## src/rtl/park_gate_arbiter.sv

```systemverilog
// Gate arbiter for a car park barrier.
// Two entry gates and two exit gates share one barrier. One transaction runs at a time,
// in the order open -> car crosses -> commit pulse -> close.
// Optional feature macro: PARK_TIMEOUT_EN. When it is defined, an OPEN state that waits
// too long is aborted and timeout_err pulses.
module park_gate_arbiter #(
   parameter int unsigned CAPACITY     = 12,
   parameter int unsigned CLOSE_CYCLES = 4,
   parameter int unsigned TIMEOUT      = 16
) (
   input  logic       clk,
   input  logic       rst,
   input  logic [1:0] entry_req,
   input  logic [1:0] exit_req,
   input  logic       car_pass,
   input  logic [3:0] free_spots,
   input  logic       parking_full,
   output logic [3:0] gnt,
   output logic       barrier_open,
   output logic       car_in,
   output logic       car_out,
   output logic       busy,
   output logic       timeout_err
);

   localparam int unsigned CloseW = (CLOSE_CYCLES > 1) ? $clog2(CLOSE_CYCLES) : 1;

   typedef enum logic [1:0] {StIdle, StOpen, StCommit, StClose} state_e;

   state_e            state_q;
   logic [1:0]        ptr_q;
   logic [CloseW-1:0] close_cnt_q;

   logic [3:0] elig;
   logic [1:0] idx;
   logic [1:0] pick_idx;
   logic       pick_vld;
   logic [3:0] pick_oh;

   // Eligible requests, then a round-robin pick starting just after the last grant.
   always_comb begin
      elig     = {exit_req & {2{free_spots != 4'(CAPACITY)}}, entry_req & {2{~parking_full}}};
      idx      = ptr_q;
      pick_idx = ptr_q;
      pick_vld = 1'b0;
      // Walk from lowest to highest priority so the nearest eligible index wins.
      for (int k = 4; k >= 1; k--) begin
         idx = ptr_q + 2'(k);
         if (elig[idx]) begin
            pick_idx = idx;
            pick_vld = 1'b1;
         end
      end
      pick_oh = 4'b0001 << pick_idx;
   end

`ifdef PARK_TIMEOUT_EN
   localparam int unsigned TmoW = (TIMEOUT > 1) ? $clog2(TIMEOUT) : 1;
   logic [TmoW-1:0] tmo_cnt_q;
`else
   assign timeout_err = 1'b0;
`endif

   // Transaction FSM; every output is registered here.
   always_ff @(posedge clk or posedge rst) begin
      if (rst) begin
         state_q      <= StIdle;
         ptr_q        <= 2'd3;
         close_cnt_q  <= '0;
         gnt          <= '0;
         barrier_open <= 1'b0;
         car_in       <= 1'b0;
         car_out      <= 1'b0;
         busy         <= 1'b0;
`ifdef PARK_TIMEOUT_EN
         tmo_cnt_q    <= '0;
         timeout_err  <= 1'b0;
`endif
      end else begin
         car_in  <= 1'b0;
         car_out <= 1'b0;
`ifdef PARK_TIMEOUT_EN
         timeout_err <= 1'b0;
`endif
         case (state_q)
            StIdle: begin
               if (pick_vld) begin
                  state_q      <= StOpen;
                  gnt          <= pick_oh;
                  ptr_q        <= pick_idx;
                  barrier_open <= 1'b1;
                  busy         <= 1'b1;
`ifdef PARK_TIMEOUT_EN
                  tmo_cnt_q    <= '0;
`endif
               end
            end
            StOpen: begin
               if (car_pass) begin
                  state_q <= StCommit;
                  car_in  <= |gnt[1:0];
                  car_out <= |gnt[3:2];
`ifdef PARK_TIMEOUT_EN
               end else if (tmo_cnt_q == TmoW'(TIMEOUT - 1)) begin
                  // Abort: close without reporting a car to the park system.
                  state_q      <= StClose;
                  gnt          <= '0;
                  barrier_open <= 1'b0;
                  timeout_err  <= 1'b1;
                  close_cnt_q  <= '0;
               end else begin
                  tmo_cnt_q <= tmo_cnt_q + 1'b1;
`endif
               end
            end
            StCommit: begin
               state_q      <= StClose;
               gnt          <= '0;
               barrier_open <= 1'b0;
               close_cnt_q  <= '0;
            end
            StClose: begin
               if (close_cnt_q == CloseW'(CLOSE_CYCLES - 1)) begin
                  state_q <= StIdle;
                  busy    <= 1'b0;
               end else begin
                  close_cnt_q <= close_cnt_q + 1'b1;
               end
            end
            default: state_q <= StIdle;
         endcase
      end
   end

endmodule

```

## config.mk

```make
export PLATFORM = sky130hd
export DESIGN_NAME = park_gate_arbiter
export DESIGN_NICKNAME = d
export VERILOG_FILES = /design/src/rtl/park_gate_arbiter.sv
export SDC_FILE = /design/constraint.sdc
export NUM_CORES = 1
export LEC_CHECK = 0
export CORE_MARGIN = 5
export CORE_UTILIZATION = 47
export DETAILED_ROUTE_END_ITERATION = 7
export PLACE_DENSITY = 0.76
export SETUP_SLACK_MARGIN = 0.1
export SLEW_MARGIN = 20
export SYNTH_ARGS = -nofsm -noshare
export SYNTH_HDL_FRONTEND = slang
export SYNTH_SLANG_ARGS = --single-unit
export TNS_END_PERCENT = 1
```

## constraint.sdc

```tcl
create_clock -name clk -period 2.1 [get_ports clk]
set_input_delay 0.315 -clock clk [delete_from_list [all_inputs] [get_ports clk]]
set_output_delay 0.315 -clock clk [all_outputs]
set_load 0.005 [all_outputs]
```

==> flow_metrics.env, run 1 <==
export IMPL_finalSetupViolations=0
export IMPL_maxSlewViolCount=0
export IMPL_initial_core_util_pct=49.28
export IMPL_pwr_share_seq_pct=35.9
export IMPL_vias_per_cell=5.189
export IMPL_post_cts_buffers=0
export IMPL_grt_setup_unrepaired="false"
export IMPL_grt_pass1_wl_um=2870
export IMPL_grt_max_degree=15
export IMPL_synth_area_leaders="dfrtp_1, ha_1, dfstp_2"
export IMPL_hpwl_um=1314
export IMPL_p_int_mw=0.8250
export IMPL_fin_crit_sh_pct=83.66
export IMPL_cp_slowest_stage_delay_ns=0.46
export IMPL_fin_skew_ns=0.001116
export IMPL_p_per_area_nw_per_um2=1207
export IMPL_relSlewSlack_pct=64.22
export IMPL_drtIter0Drc=7
export IMPL_final_cell_mix="clkdlybuf4s50_1, dfrtp_1, inv_1"
export IMPL_clk_latency_ns=0.27
export IMPL_syn_avg_cell_area_um2=10.01
export IMPL_end_kind="register"
export IMPL_path_class="in2reg"
export IMPL_synth_top_area_cell="dfrtp_1"
export IMPL_gp_congestion=0.7488
export IMPL_power_leakage_nw=0.4748
export IMPL_coreArea_um2=1727
export IMPL_drc_errors=0
export IMPL_worstPathMaxFanout=4
export IMPL_clockBufferDepth=2
export IMPL_power_total_mw=1.329
export IMPL_netlist_instances=85
export IMPL_cts_reportedPaths_clkPinSlew_ns=0.08
export IMPL_routed_wl_um=1622
export IMPL_dr_pass1_iters=4
export IMPL_cts_hold_buffers=0
export IMPL_io_pins=21
export IMPL_critPathRequiredTime_ns=2.26
export IMPL_htreeDepth=1
export IMPL_die_w_um=52.55
export IMPL_final_nets=125
export IMPL_startpoint_type="input port"
export IMPL_cts_root_buffer="clkbuf_4"
export IMPL_yosysSeqAreaShare_pct=41.47
export IMPL_die_y_um=52.55
export IMPL_vias=685
export IMPL_worstHoldPathType="in2async"
export IMPL_antenna_left=0
export IMPL_path_cells="clkdlybuf4s50_1 -> and4bb_4 -> o221ai_1 -> o221ai_2 -> mux2_1"
export IMPL_max_freq_mhz=569.2
export IMPL_hold_viol_final=0
export IMPL_syn_to_final_growth_pct=29.41
export IMPL_cp_arrival_ns=1.92
export IMPL_clkPwrFrac_pct=14.3
export IMPL_io_buffers=19
export IMPL_yosys_warnings=0
export IMPL_die_area_um2=2761
export IMPL_min_period_ns=1.757
export IMPL_wl_per_cell_um=12.29
export IMPL_final_common_cell="clkdlybuf4s50_1"
export IMPL_ctsResizeCount=0
export IMPL_drive_gt1_share_pct=14.02
export IMPL_ys_ff_latch=14
export IMPL_crit_path_top_delay_cell="clkdlybuf4s50_1"
export IMPL_antennaDiodeCount=0
export IMPL_syn_num_nets=102
export IMPL_synth_cell_types=33
export IMPL_p_sw_share_pct=37.92
export IMPL_status="finished, final reports clean"
export IMPL_overflow=0
export IMPL_vdd_drop_max_v=0.0006666
export IMPL_p_sw_mw=0.5040
export IMPL_cts_buffers=3
export IMPL_synth_top_area_share_pct=35.29
export IMPL_finalSetupTns_ns=0
export IMPL_cap_violations=0
export IMPL_grt_pass1_vias=679
export IMPL_num_rows=15
export IMPL_worst_slew_pin_slew_ns=0.5361
export IMPL_cts_tree="yes"
export IMPL_cts_sinks=14
export IMPL_comb_power_share_pct=49.8
export IMPL_grtUsageTotal_pct=13.83
export IMPL_antenna_found_initial=0
export IMPL_syn_cell_area_um2=850.8
## metal layers
layer  track usage [%]  vias up  wire (um)
met1             16.99      320        768
met4             1.277        0          9
met5                 0        -          0
met2             23.76       14        762
li1                  -      349          -
met3             5.128        2         82
## cells by family after synthesis
kind of cell             synth area share (%)
AO/OA/AOI/OAI                           24.12
adder cells (fa/ha/maj)                 7.353
buffers and inverters                   5.736
flip-flops                              41.47
multiplexers                            5.147
other                                  0.4408
AND/OR/NAND/NOR                         15.74
## sequential cells by signal, summed over array words and instances (netlist names)
name          flops
ptr_q             2
busy              1
state_q           2
close_cnt_q       2
car_in            1
car_out           1
barrier_open      1
gnt               4
## worst paths after layout
path                                        to  slack, ns  cells after the start           start
worst min-delay path                    gnt[3]       0.37                      2             rst
min in group clk                close_cnt_q[0]       0.50                      1  close_cnt_q[0]
worst max-delay path                state_q[1]       0.34                      5   free_spots[0]
worst max register to register          gnt[0]       0.44                      5        ptr_q[1]
worst min register to register  close_cnt_q[0]       0.50                      1  close_cnt_q[0]
max in group asynchronous             ptr_q[0]       1.36                      2             rst
## synthesized netlist by cell type (all sizes together)
library cell	instances
o22ai	3
nor2b	2
a311oi	2
a21boi	1
a21oi	7
nand2	6
dfstp	2
or3b	1
buf	1
nor3	2
nand2b	2
a22o	1
o32ai	1
nor2	10
o41ai	1
o221ai	2
a32o	1
a32oi	2
o21ai	3
mux2	3
and4bb	1
nand4bb	1
mux2i	1
dfrtp	12
ha	5
conb	1
inv	11
## per-stage QoR
stage               setup slack, ns  instances  hold WS (ns)  area [um2]  utilization, %
floorplan                    0.5650         85        0.2028       850.8               -
global placement            0.07776        128        0.4679        1065           61.67
detailed placement          0.04651        128        0.4827        1065           61.67
CTS                          0.3596        132        0.3814        1101           63.77
global route                 0.2707        132        0.4028        1101           63.77
finish                       0.3431        132        0.3725        1101           63.77
## worst max-delay path: cells and delay by family
family,cells,cell delay [ns]
mux,1,0.34
compound gates,2,0.56
simple gates,1,0.25
buf+inv,1,0.46
## cell type report
| class | count | area, um2 |
|---|---|---|
| clock buffer | 4 | 36.28 |
| inverter | 11 | 41.29 |
| fill | 149 | 625.6 |
| multi-input combinational | 59 | 449.2 |
| sequential | 14 | 352.8 |
| timing repair buffer | 19 | 190.2 |
| tap | 25 | 31.28 |
## power by group through the flow
stage / Combinational [mW] / Clock, mW / Sequential, mW
3_5_place_dp: 0.666 / 0 / 0.484
6_report: 0.662 / 0.190 / 0.477
3_3_place_gp: 0.648 / 0 / 0.480
4_1_cts: 0.670 / 0.199 / 0.478
5_1_grt: 0.751 / 0.209 / 0.496
2_1_floorplan: 0.455 / 0 / 0.471
Power figures use the tool's default switching activity.
==> inputs of run 2 (changes only) <==
--- a/config.mk
+++ b/config.mk
@@ -6,9 +6,9 @@
 export NUM_CORES = 1
 export LEC_CHECK = 0
 export CORE_MARGIN = 5
-export CORE_UTILIZATION = 47
+export CORE_UTILIZATION = 43
 export DETAILED_ROUTE_END_ITERATION = 7
-export PLACE_DENSITY = 0.76
+export PLACE_DENSITY = 0.73
 export SETUP_SLACK_MARGIN = 0.1
 export SLEW_MARGIN = 20
 export SYNTH_ARGS = -nofsm -noshare
==> constraint.sdc (replaced) <==
create_clock -name clk -period 1.6 [get_ports clk]
set_input_delay 0.24 -clock clk [delete_from_list [all_inputs] [get_ports clk]]
set_output_delay 0.24 -clock clk [all_outputs]
set_load 0.005 [all_outputs]
==> run 2 against run 1 <==
The flow now finishes with violations (setup timing). Worst setup slack worse by 0.36 ns. Power grew 51%. Register-to-register slack got worse by 0.46 ns. Sequential cell count unchanged. Critical path depth did not move. Critical endpoint is now ptr_q[1]. Count of clock-buffer cells in the layout unchanged. Highest routed layer unchanged. Design area rose by 16%. Global-route usage grew 1.3 points. First-iteration DRC count down 14%.
==> flow_metrics.env, run 2 (synthesized netlist as in run 1, its figures left out) <==
export IMPL_status="finished, violations left"
export IMPL_violations="setup timing"
export IMPL_die_w_um=54.48
export IMPL_fin_skew_ns=0.004945
export IMPL_end_kind="register"
export IMPL_final_nets=137
export IMPL_reg2regPathDepth=5
export IMPL_io_buffers=19
export IMPL_worstHoldPathType="in2async"
export IMPL_grt_max_degree=15
export IMPL_crit_path_top_delay_cell="dfstp_2"
export IMPL_cap_violations=0
export IMPL_syn_to_final_growth_pct=49.71
export IMPL_finalSetupViolations=3
export IMPL_drc_errors=0
export IMPL_die_area_um2=2968
export IMPL_cp_arrival_ns=1.84
export IMPL_r2r_end="ptr_q[1]"
export IMPL_hold_viol_final=0
export IMPL_worstPathMaxFanout=5
export IMPL_fin_crit_sh_pct=101.3
export IMPL_routed_wl_um=1982
export IMPL_grt_pass1_wl_um=3201
export IMPL_drtIter0Drc=6
export IMPL_antennaDiodeCount=0
export IMPL_hold_slack_ns=0.2813
export IMPL_gp_congestion=0.8678
export IMPL_clk_latency_ns=0.28
export IMPL_vias=756
export IMPL_path_class="reg2reg"
export IMPL_cts_root_buffer="clkbuf_4"
export IMPL_cts_reportedPaths_clkPinSlew_ns=0.09
export IMPL_final_common_cell="clkdlybuf4s50_1"
export IMPL_power_leakage_nw=0.5569
export IMPL_hpwl_um=1495
export IMPL_coreArea_um2=1922
export IMPL_post_place_ws_ns=-0.3262
export IMPL_clockBufferDepth=2
export IMPL_regMostFlops="gnt"
export IMPL_antenna_found_initial=0
export IMPL_path_buf_inv=0
export IMPL_layout_cells_non_filler=146
export IMPL_dr_pass1_iters=3
export IMPL_cts_tree="yes"
export IMPL_dp_cells=140
export IMPL_initial_core_util_pct=44.27
export IMPL_die_y_um=54.48
export IMPL_startpoint_type="register"
export IMPL_vdd_drop_max_v=0.001059
export IMPL_min_period_ns=1.620
export IMPL_io_pins=21
export IMPL_overflow=0
export IMPL_cts_buffers=3
export IMPL_fin_util_pct=66.28
export IMPL_worst_slew_pin_slew_ns=0.5203
export IMPL_num_rows=16
export IMPL_path_cells="nand2b_1 -> a21boi_4 -> a311oi_2 -> o32ai_4 -> mux2_4"
export IMPL_r2r_start="ptr_q[1]"
export IMPL_drive_gt1_share_pct=31.09
export IMPL_relSlewSlack_pct=65.28
export IMPL_maxSlewViolCount=0
export IMPL_htreeDepth=1
export IMPL_reg2reg_slack_ns=-0.02
export IMPL_wl_per_cell_um=13.58
export IMPL_grt_pass1_vias=752
export IMPL_cts_sinks=14
export IMPL_finalSetupTns_ns=-0.04358
export IMPL_antenna_left=0
export IMPL_critical_path_top_delay_family="flip-flops"
export IMPL_cp_slowest_stage_delay_ns=0.58
export IMPL_critPathRequiredTime_ns=1.82
export IMPL_p_per_area_nw_per_um2=1572
export IMPL_cts_hold_buffers=0
export IMPL_vias_per_cell=5.178
export IMPL_max_freq_mhz=617.3
export IMPL_final_cell_mix="clkdlybuf4s50_1, dfrtp_1, buf_4"
export IMPL_fillers=157
export IMPL_setup_ws_ns=-0.02005
export IMPL_grtUsageTotal_pct=15.17
export IMPL_grt_setup_unrepaired="true"
export IMPL_largest_reg_flops=4
==> run 2: repair_timing <==
action                                  CTS  global route
pin swaps                                 4             2
endpoints found under the setup margin    7             9
resized for setup                         6             9
buffers inserted                          2             0
==> run 2: where the power goes <==
| group | switching [mW] | internal [mW] |
|---|---|---|
| registers | 0.122 | 0.512 |
| clock network | 0.116 | 0.139 |
| logic | 0.522 | 0.592 |
| total | 0.759 | 1.24 |
==> run 2: layer usage <==
metal	GRT usage, %	wire length [um]
met5	0	0
met4	5.809	10
met3	4.905	113
met2	28.49	1066
met1	15.27	793
==> run 2: layout make-up <==
type / instances / area, um2 / share of cell area (%)
timing repair buffer: 31 / 284.0 / 22.30
tap: 27 / 33.78 / 2.652
sequential: 14 / 352.8 / 27.70
multi-input combinational: 59 / 525.5 / 41.26
inverter: 11 / 41.29 / 3.242
clock buffer: 4 / 36.28 / 2.849
==> run 2: worst max-delay path by stage <==
stage                  start          to  slack [ns]  depth (start not counted)
2_1_floorplan       ptr_q[0]      gnt[3]         0.1                          5
3_3_place_gp   free_spots[0]  state_q[1]       -0.27                          5
3_5_place_dp   free_spots[0]  state_q[1]       -0.33                          5
4_1_cts             ptr_q[1]      gnt[0]       0.008                          6
5_1_grt             ptr_q[0]      gnt[1]       -0.08                          5
6_report            ptr_q[1]    ptr_q[1]       -0.02                          5
==> run 2: worst reg2reg max path, cell delays in order, from the launching register on <==
cell and delay (ns):
dfstp_2 0.58, nand2b_1 0.17, a21boi_4 0.07, a311oi_2 0.28
o32ai_4 0.17, mux2_4 0.29
==> run 2: metrics by stage <==
stage               cell area (um2)  total power [mW]
floorplan                     850.8             1.216
global placement               1142             1.570
detailed placement             1142             1.624
CTS                            1216             1.939
global route                   1274             2.166
finish                         1274             2.002
==> inputs of run 3 (changes only) <==
--- a/config.mk
+++ b/config.mk
@@ -5,13 +5,15 @@
 export SDC_FILE = /design/constraint.sdc
 export NUM_CORES = 1
 export LEC_CHECK = 0
+export CORE_ASPECT_RATIO = 0.9
 export CORE_MARGIN = 5
 export CORE_UTILIZATION = 43
 export DETAILED_ROUTE_END_ITERATION = 7
+export MAX_ROUTING_LAYER = met4
 export PLACE_DENSITY = 0.73
 export SETUP_SLACK_MARGIN = 0.1
 export SLEW_MARGIN = 20
 export SYNTH_ARGS = -nofsm -noshare
 export SYNTH_HDL_FRONTEND = slang
 export SYNTH_SLANG_ARGS = --single-unit
-export TNS_END_PERCENT = 1
+export TNS_END_PERCENT = 100
==> run 3 against run 2 <==
Largest power group unchanged. The run still ends with setup timing left. Critical path type unchanged. Worst hold slack better by 0.0084 ns. Core utilization grew 4.1 points. Critical path depth rose by 1.
==> flow_metrics.env, run 3 (synthesized netlist as in run 1, its figures left out) <==
export IMPL_cts_reportedPaths_clkPinSlew_ns=0.08
export IMPL_die_w_um=56.89
export IMPL_startpoint_type="register"
export IMPL_vdd_drop_max_v=0.001070
export IMPL_io_pins=21
export IMPL_path_cells="buf_12 -> nand2_4 -> a21boi_4 -> a311oi_2 -> o32ai_4 -> a32o_1"
export IMPL_gp_congestion=0.8429
export IMPL_grtUsageTotal_pct=16.11
export IMPL_syn_to_final_growth_pct=56.76
export IMPL_grt_pass1_vias=784
export IMPL_coreArea_um2=1896
export IMPL_final_common_cell="clkdlybuf4s50_1"
export IMPL_final_nets=140
export IMPL_die_area_um2=2970
export IMPL_hold_viol_final=0
export IMPL_cap_violations=0
export IMPL_comb_power_share_pct=57.2
export IMPL_place_area_um2=1144
export IMPL_status="finished, violations left"
export IMPL_clkPwrFrac_pct=12.0
export IMPL_reg2reg_slack_ns=-0.11
export IMPL_clk_latency_ns=0.28
export IMPL_regMostFlops="gnt"
export IMPL_grt_max_degree=15
export IMPL_setup_ws_ns=-0.1109
export IMPL_antenna_left=0
export IMPL_cts_sinks=14
export IMPL_reg2regPathDepth=6
export IMPL_pwr_share_seq_pct=30.8
export IMPL_p_int_mw=1.287
export IMPL_finalSetupViolations=5
export IMPL_htreeDepth=1
export IMPL_power_leakage_nw=0.5891
export IMPL_cp_arrival_ns=1.89
export IMPL_dr_pass1_iters=4
export IMPL_path_buf_inv=1
export IMPL_num_rows=15
export IMPL_cts_root_buffer="clkbuf_4"
export IMPL_p_per_area_nw_per_um2=1565
export IMPL_path_class="reg2reg"
export IMPL_routed_wl_um=2116
export IMPL_worstHoldPathType="in2async"
export IMPL_die_y_um=52.20
export IMPL_critPathRequiredTime_ns=1.78
export IMPL_wl_per_cell_um=14.39
export IMPL_antennaDiodeCount=0
export IMPL_grt_pass1_wl_um=3436
export IMPL_clockBufferDepth=2
export IMPL_drc_errors=0
export IMPL_initial_core_util_pct=44.88
export IMPL_r2r_start="ptr_q[1]"
export IMPL_fin_crit_sh_pct=106.9
export IMPL_cts_tree="yes"
export IMPL_p_sw_mw=0.8011
export IMPL_fin_skew_ns=0.006548
export IMPL_end_kind="register"
export IMPL_critical_path_top_delay_family="compound AO/OA/AOI/OAI gates"
export IMPL_cts_hold_buffers=0
export IMPL_relSlewSlack_pct=65.55
export IMPL_worst_slew_pin_slew_ns=0.5162
export IMPL_drtIter0Drc=9
export IMPL_fin_util_pct=70.36
export IMPL_vias=781
export IMPL_hpwl_um=1505
export IMPL_final_cell_mix="clkdlybuf4s50_1, buf_4, dfrtp_1"
export IMPL_largest_reg_flops=4
export IMPL_drive_gt1_share_pct=31.97
export IMPL_cts_buffers=3
export IMPL_maxSlewViolCount=0
export IMPL_r2r_end="gnt[3]"
export IMPL_vias_per_cell=5.313
export IMPL_overflow=0
export IMPL_p_sw_share_pct=38.37
export IMPL_cp_slowest_stage_delay_ns=0.57
export IMPL_antenna_found_initial=0
export IMPL_max_freq_mhz=584.5
export IMPL_min_period_ns=1.711
export IMPL_post_place_ws_ns=-0.2724
export IMPL_io_buffers=19
export IMPL_grt_setup_unrepaired="true"
export IMPL_violations="setup timing"
export IMPL_cp_num_cells=6
export IMPL_worstPathMaxFanout=5
export IMPL_final_cell_area_um2=1334
export IMPL_crit_path_top_delay_cell="dfstp_2"
==> run 3: how the worst max path moves through the flow <==
stage / startpoint / end / slack [ns]
6_report: ptr_q[1] / gnt[3] / -0.11
4_1_cts: ptr_q[1] / gnt[0] / -0.06
3_3_place_gp: free_spots[0] / state_q[1] / -0.24
5_1_grt: ptr_q[1] / gnt[3] / -0.16
2_1_floorplan: ptr_q[1] / gnt[0] / 0.11
3_5_place_dp: free_spots[0] / gnt[0] / -0.27
==> run 3: cell type report <==
class | instances | area (um2)
Fill cell | 142 | 561.8
Multi-Input combinational cell | 59 | 550.5
Sequential cell | 14 | 352.8
Timing Repair Buffer | 34 | 319.1
Inverter | 11 | 43.79
Clock buffer | 4 | 36.28
Tap cell | 25 | 31.28
==> run 3: per-layer routing <==
metal  wire length [um]  GRT usage, %  part of all wire (%)
met5                  0             -                     0
met2               1087         27.76                    51
met4                 31         6.564                   1.5
met1                909         17.46                    43
met3                 87         4.926                   4.1
==> run 3: timing repair <==
item,in CTS,in global routing
buffers inserted,3,2
resized for setup,6,9
endpoints found under the setup margin,6,7
hold endpoints to repair,0,0
pin swaps,2,7
==> run 3: power by group through the flow <==
stage	Sequential [mW]	Combinational (mW)	Clock (mW)
final	0.643	1.19	0.251
after global routing	0.664	1.31	0.283
after CTS	0.637	1.07	0.263
after detailed placement	0.640	0.965	0
after global placement	0.633	0.925	0
after floorplan	0.619	0.601	0
==> run 3: through the flow <==
stage          hold slack [ns]  cells  TNS (ns)  power, mW
3_5_place_dp            0.4821    138    -2.024      1.604
5_1_grt                 0.3255    147   -0.7564      2.261
4_1_cts                 0.3007    145  -0.06462      1.972
3_3_place_gp            0.4685    138    -1.756      1.558
2_1_floorplan           0.1278     85         0      1.220
6_report                0.2896    147   -0.3874      2.088
==> run 3: worst register-to-register path, stage by stage (launching register included) <==
cell,delay [ns]
dfstp_2,0.57
buf_12,0.11
nand2_4,0.04
a21boi_4,0.15
a311oi_2,0.26
o32ai_4,0.18
a32o_1,0.29
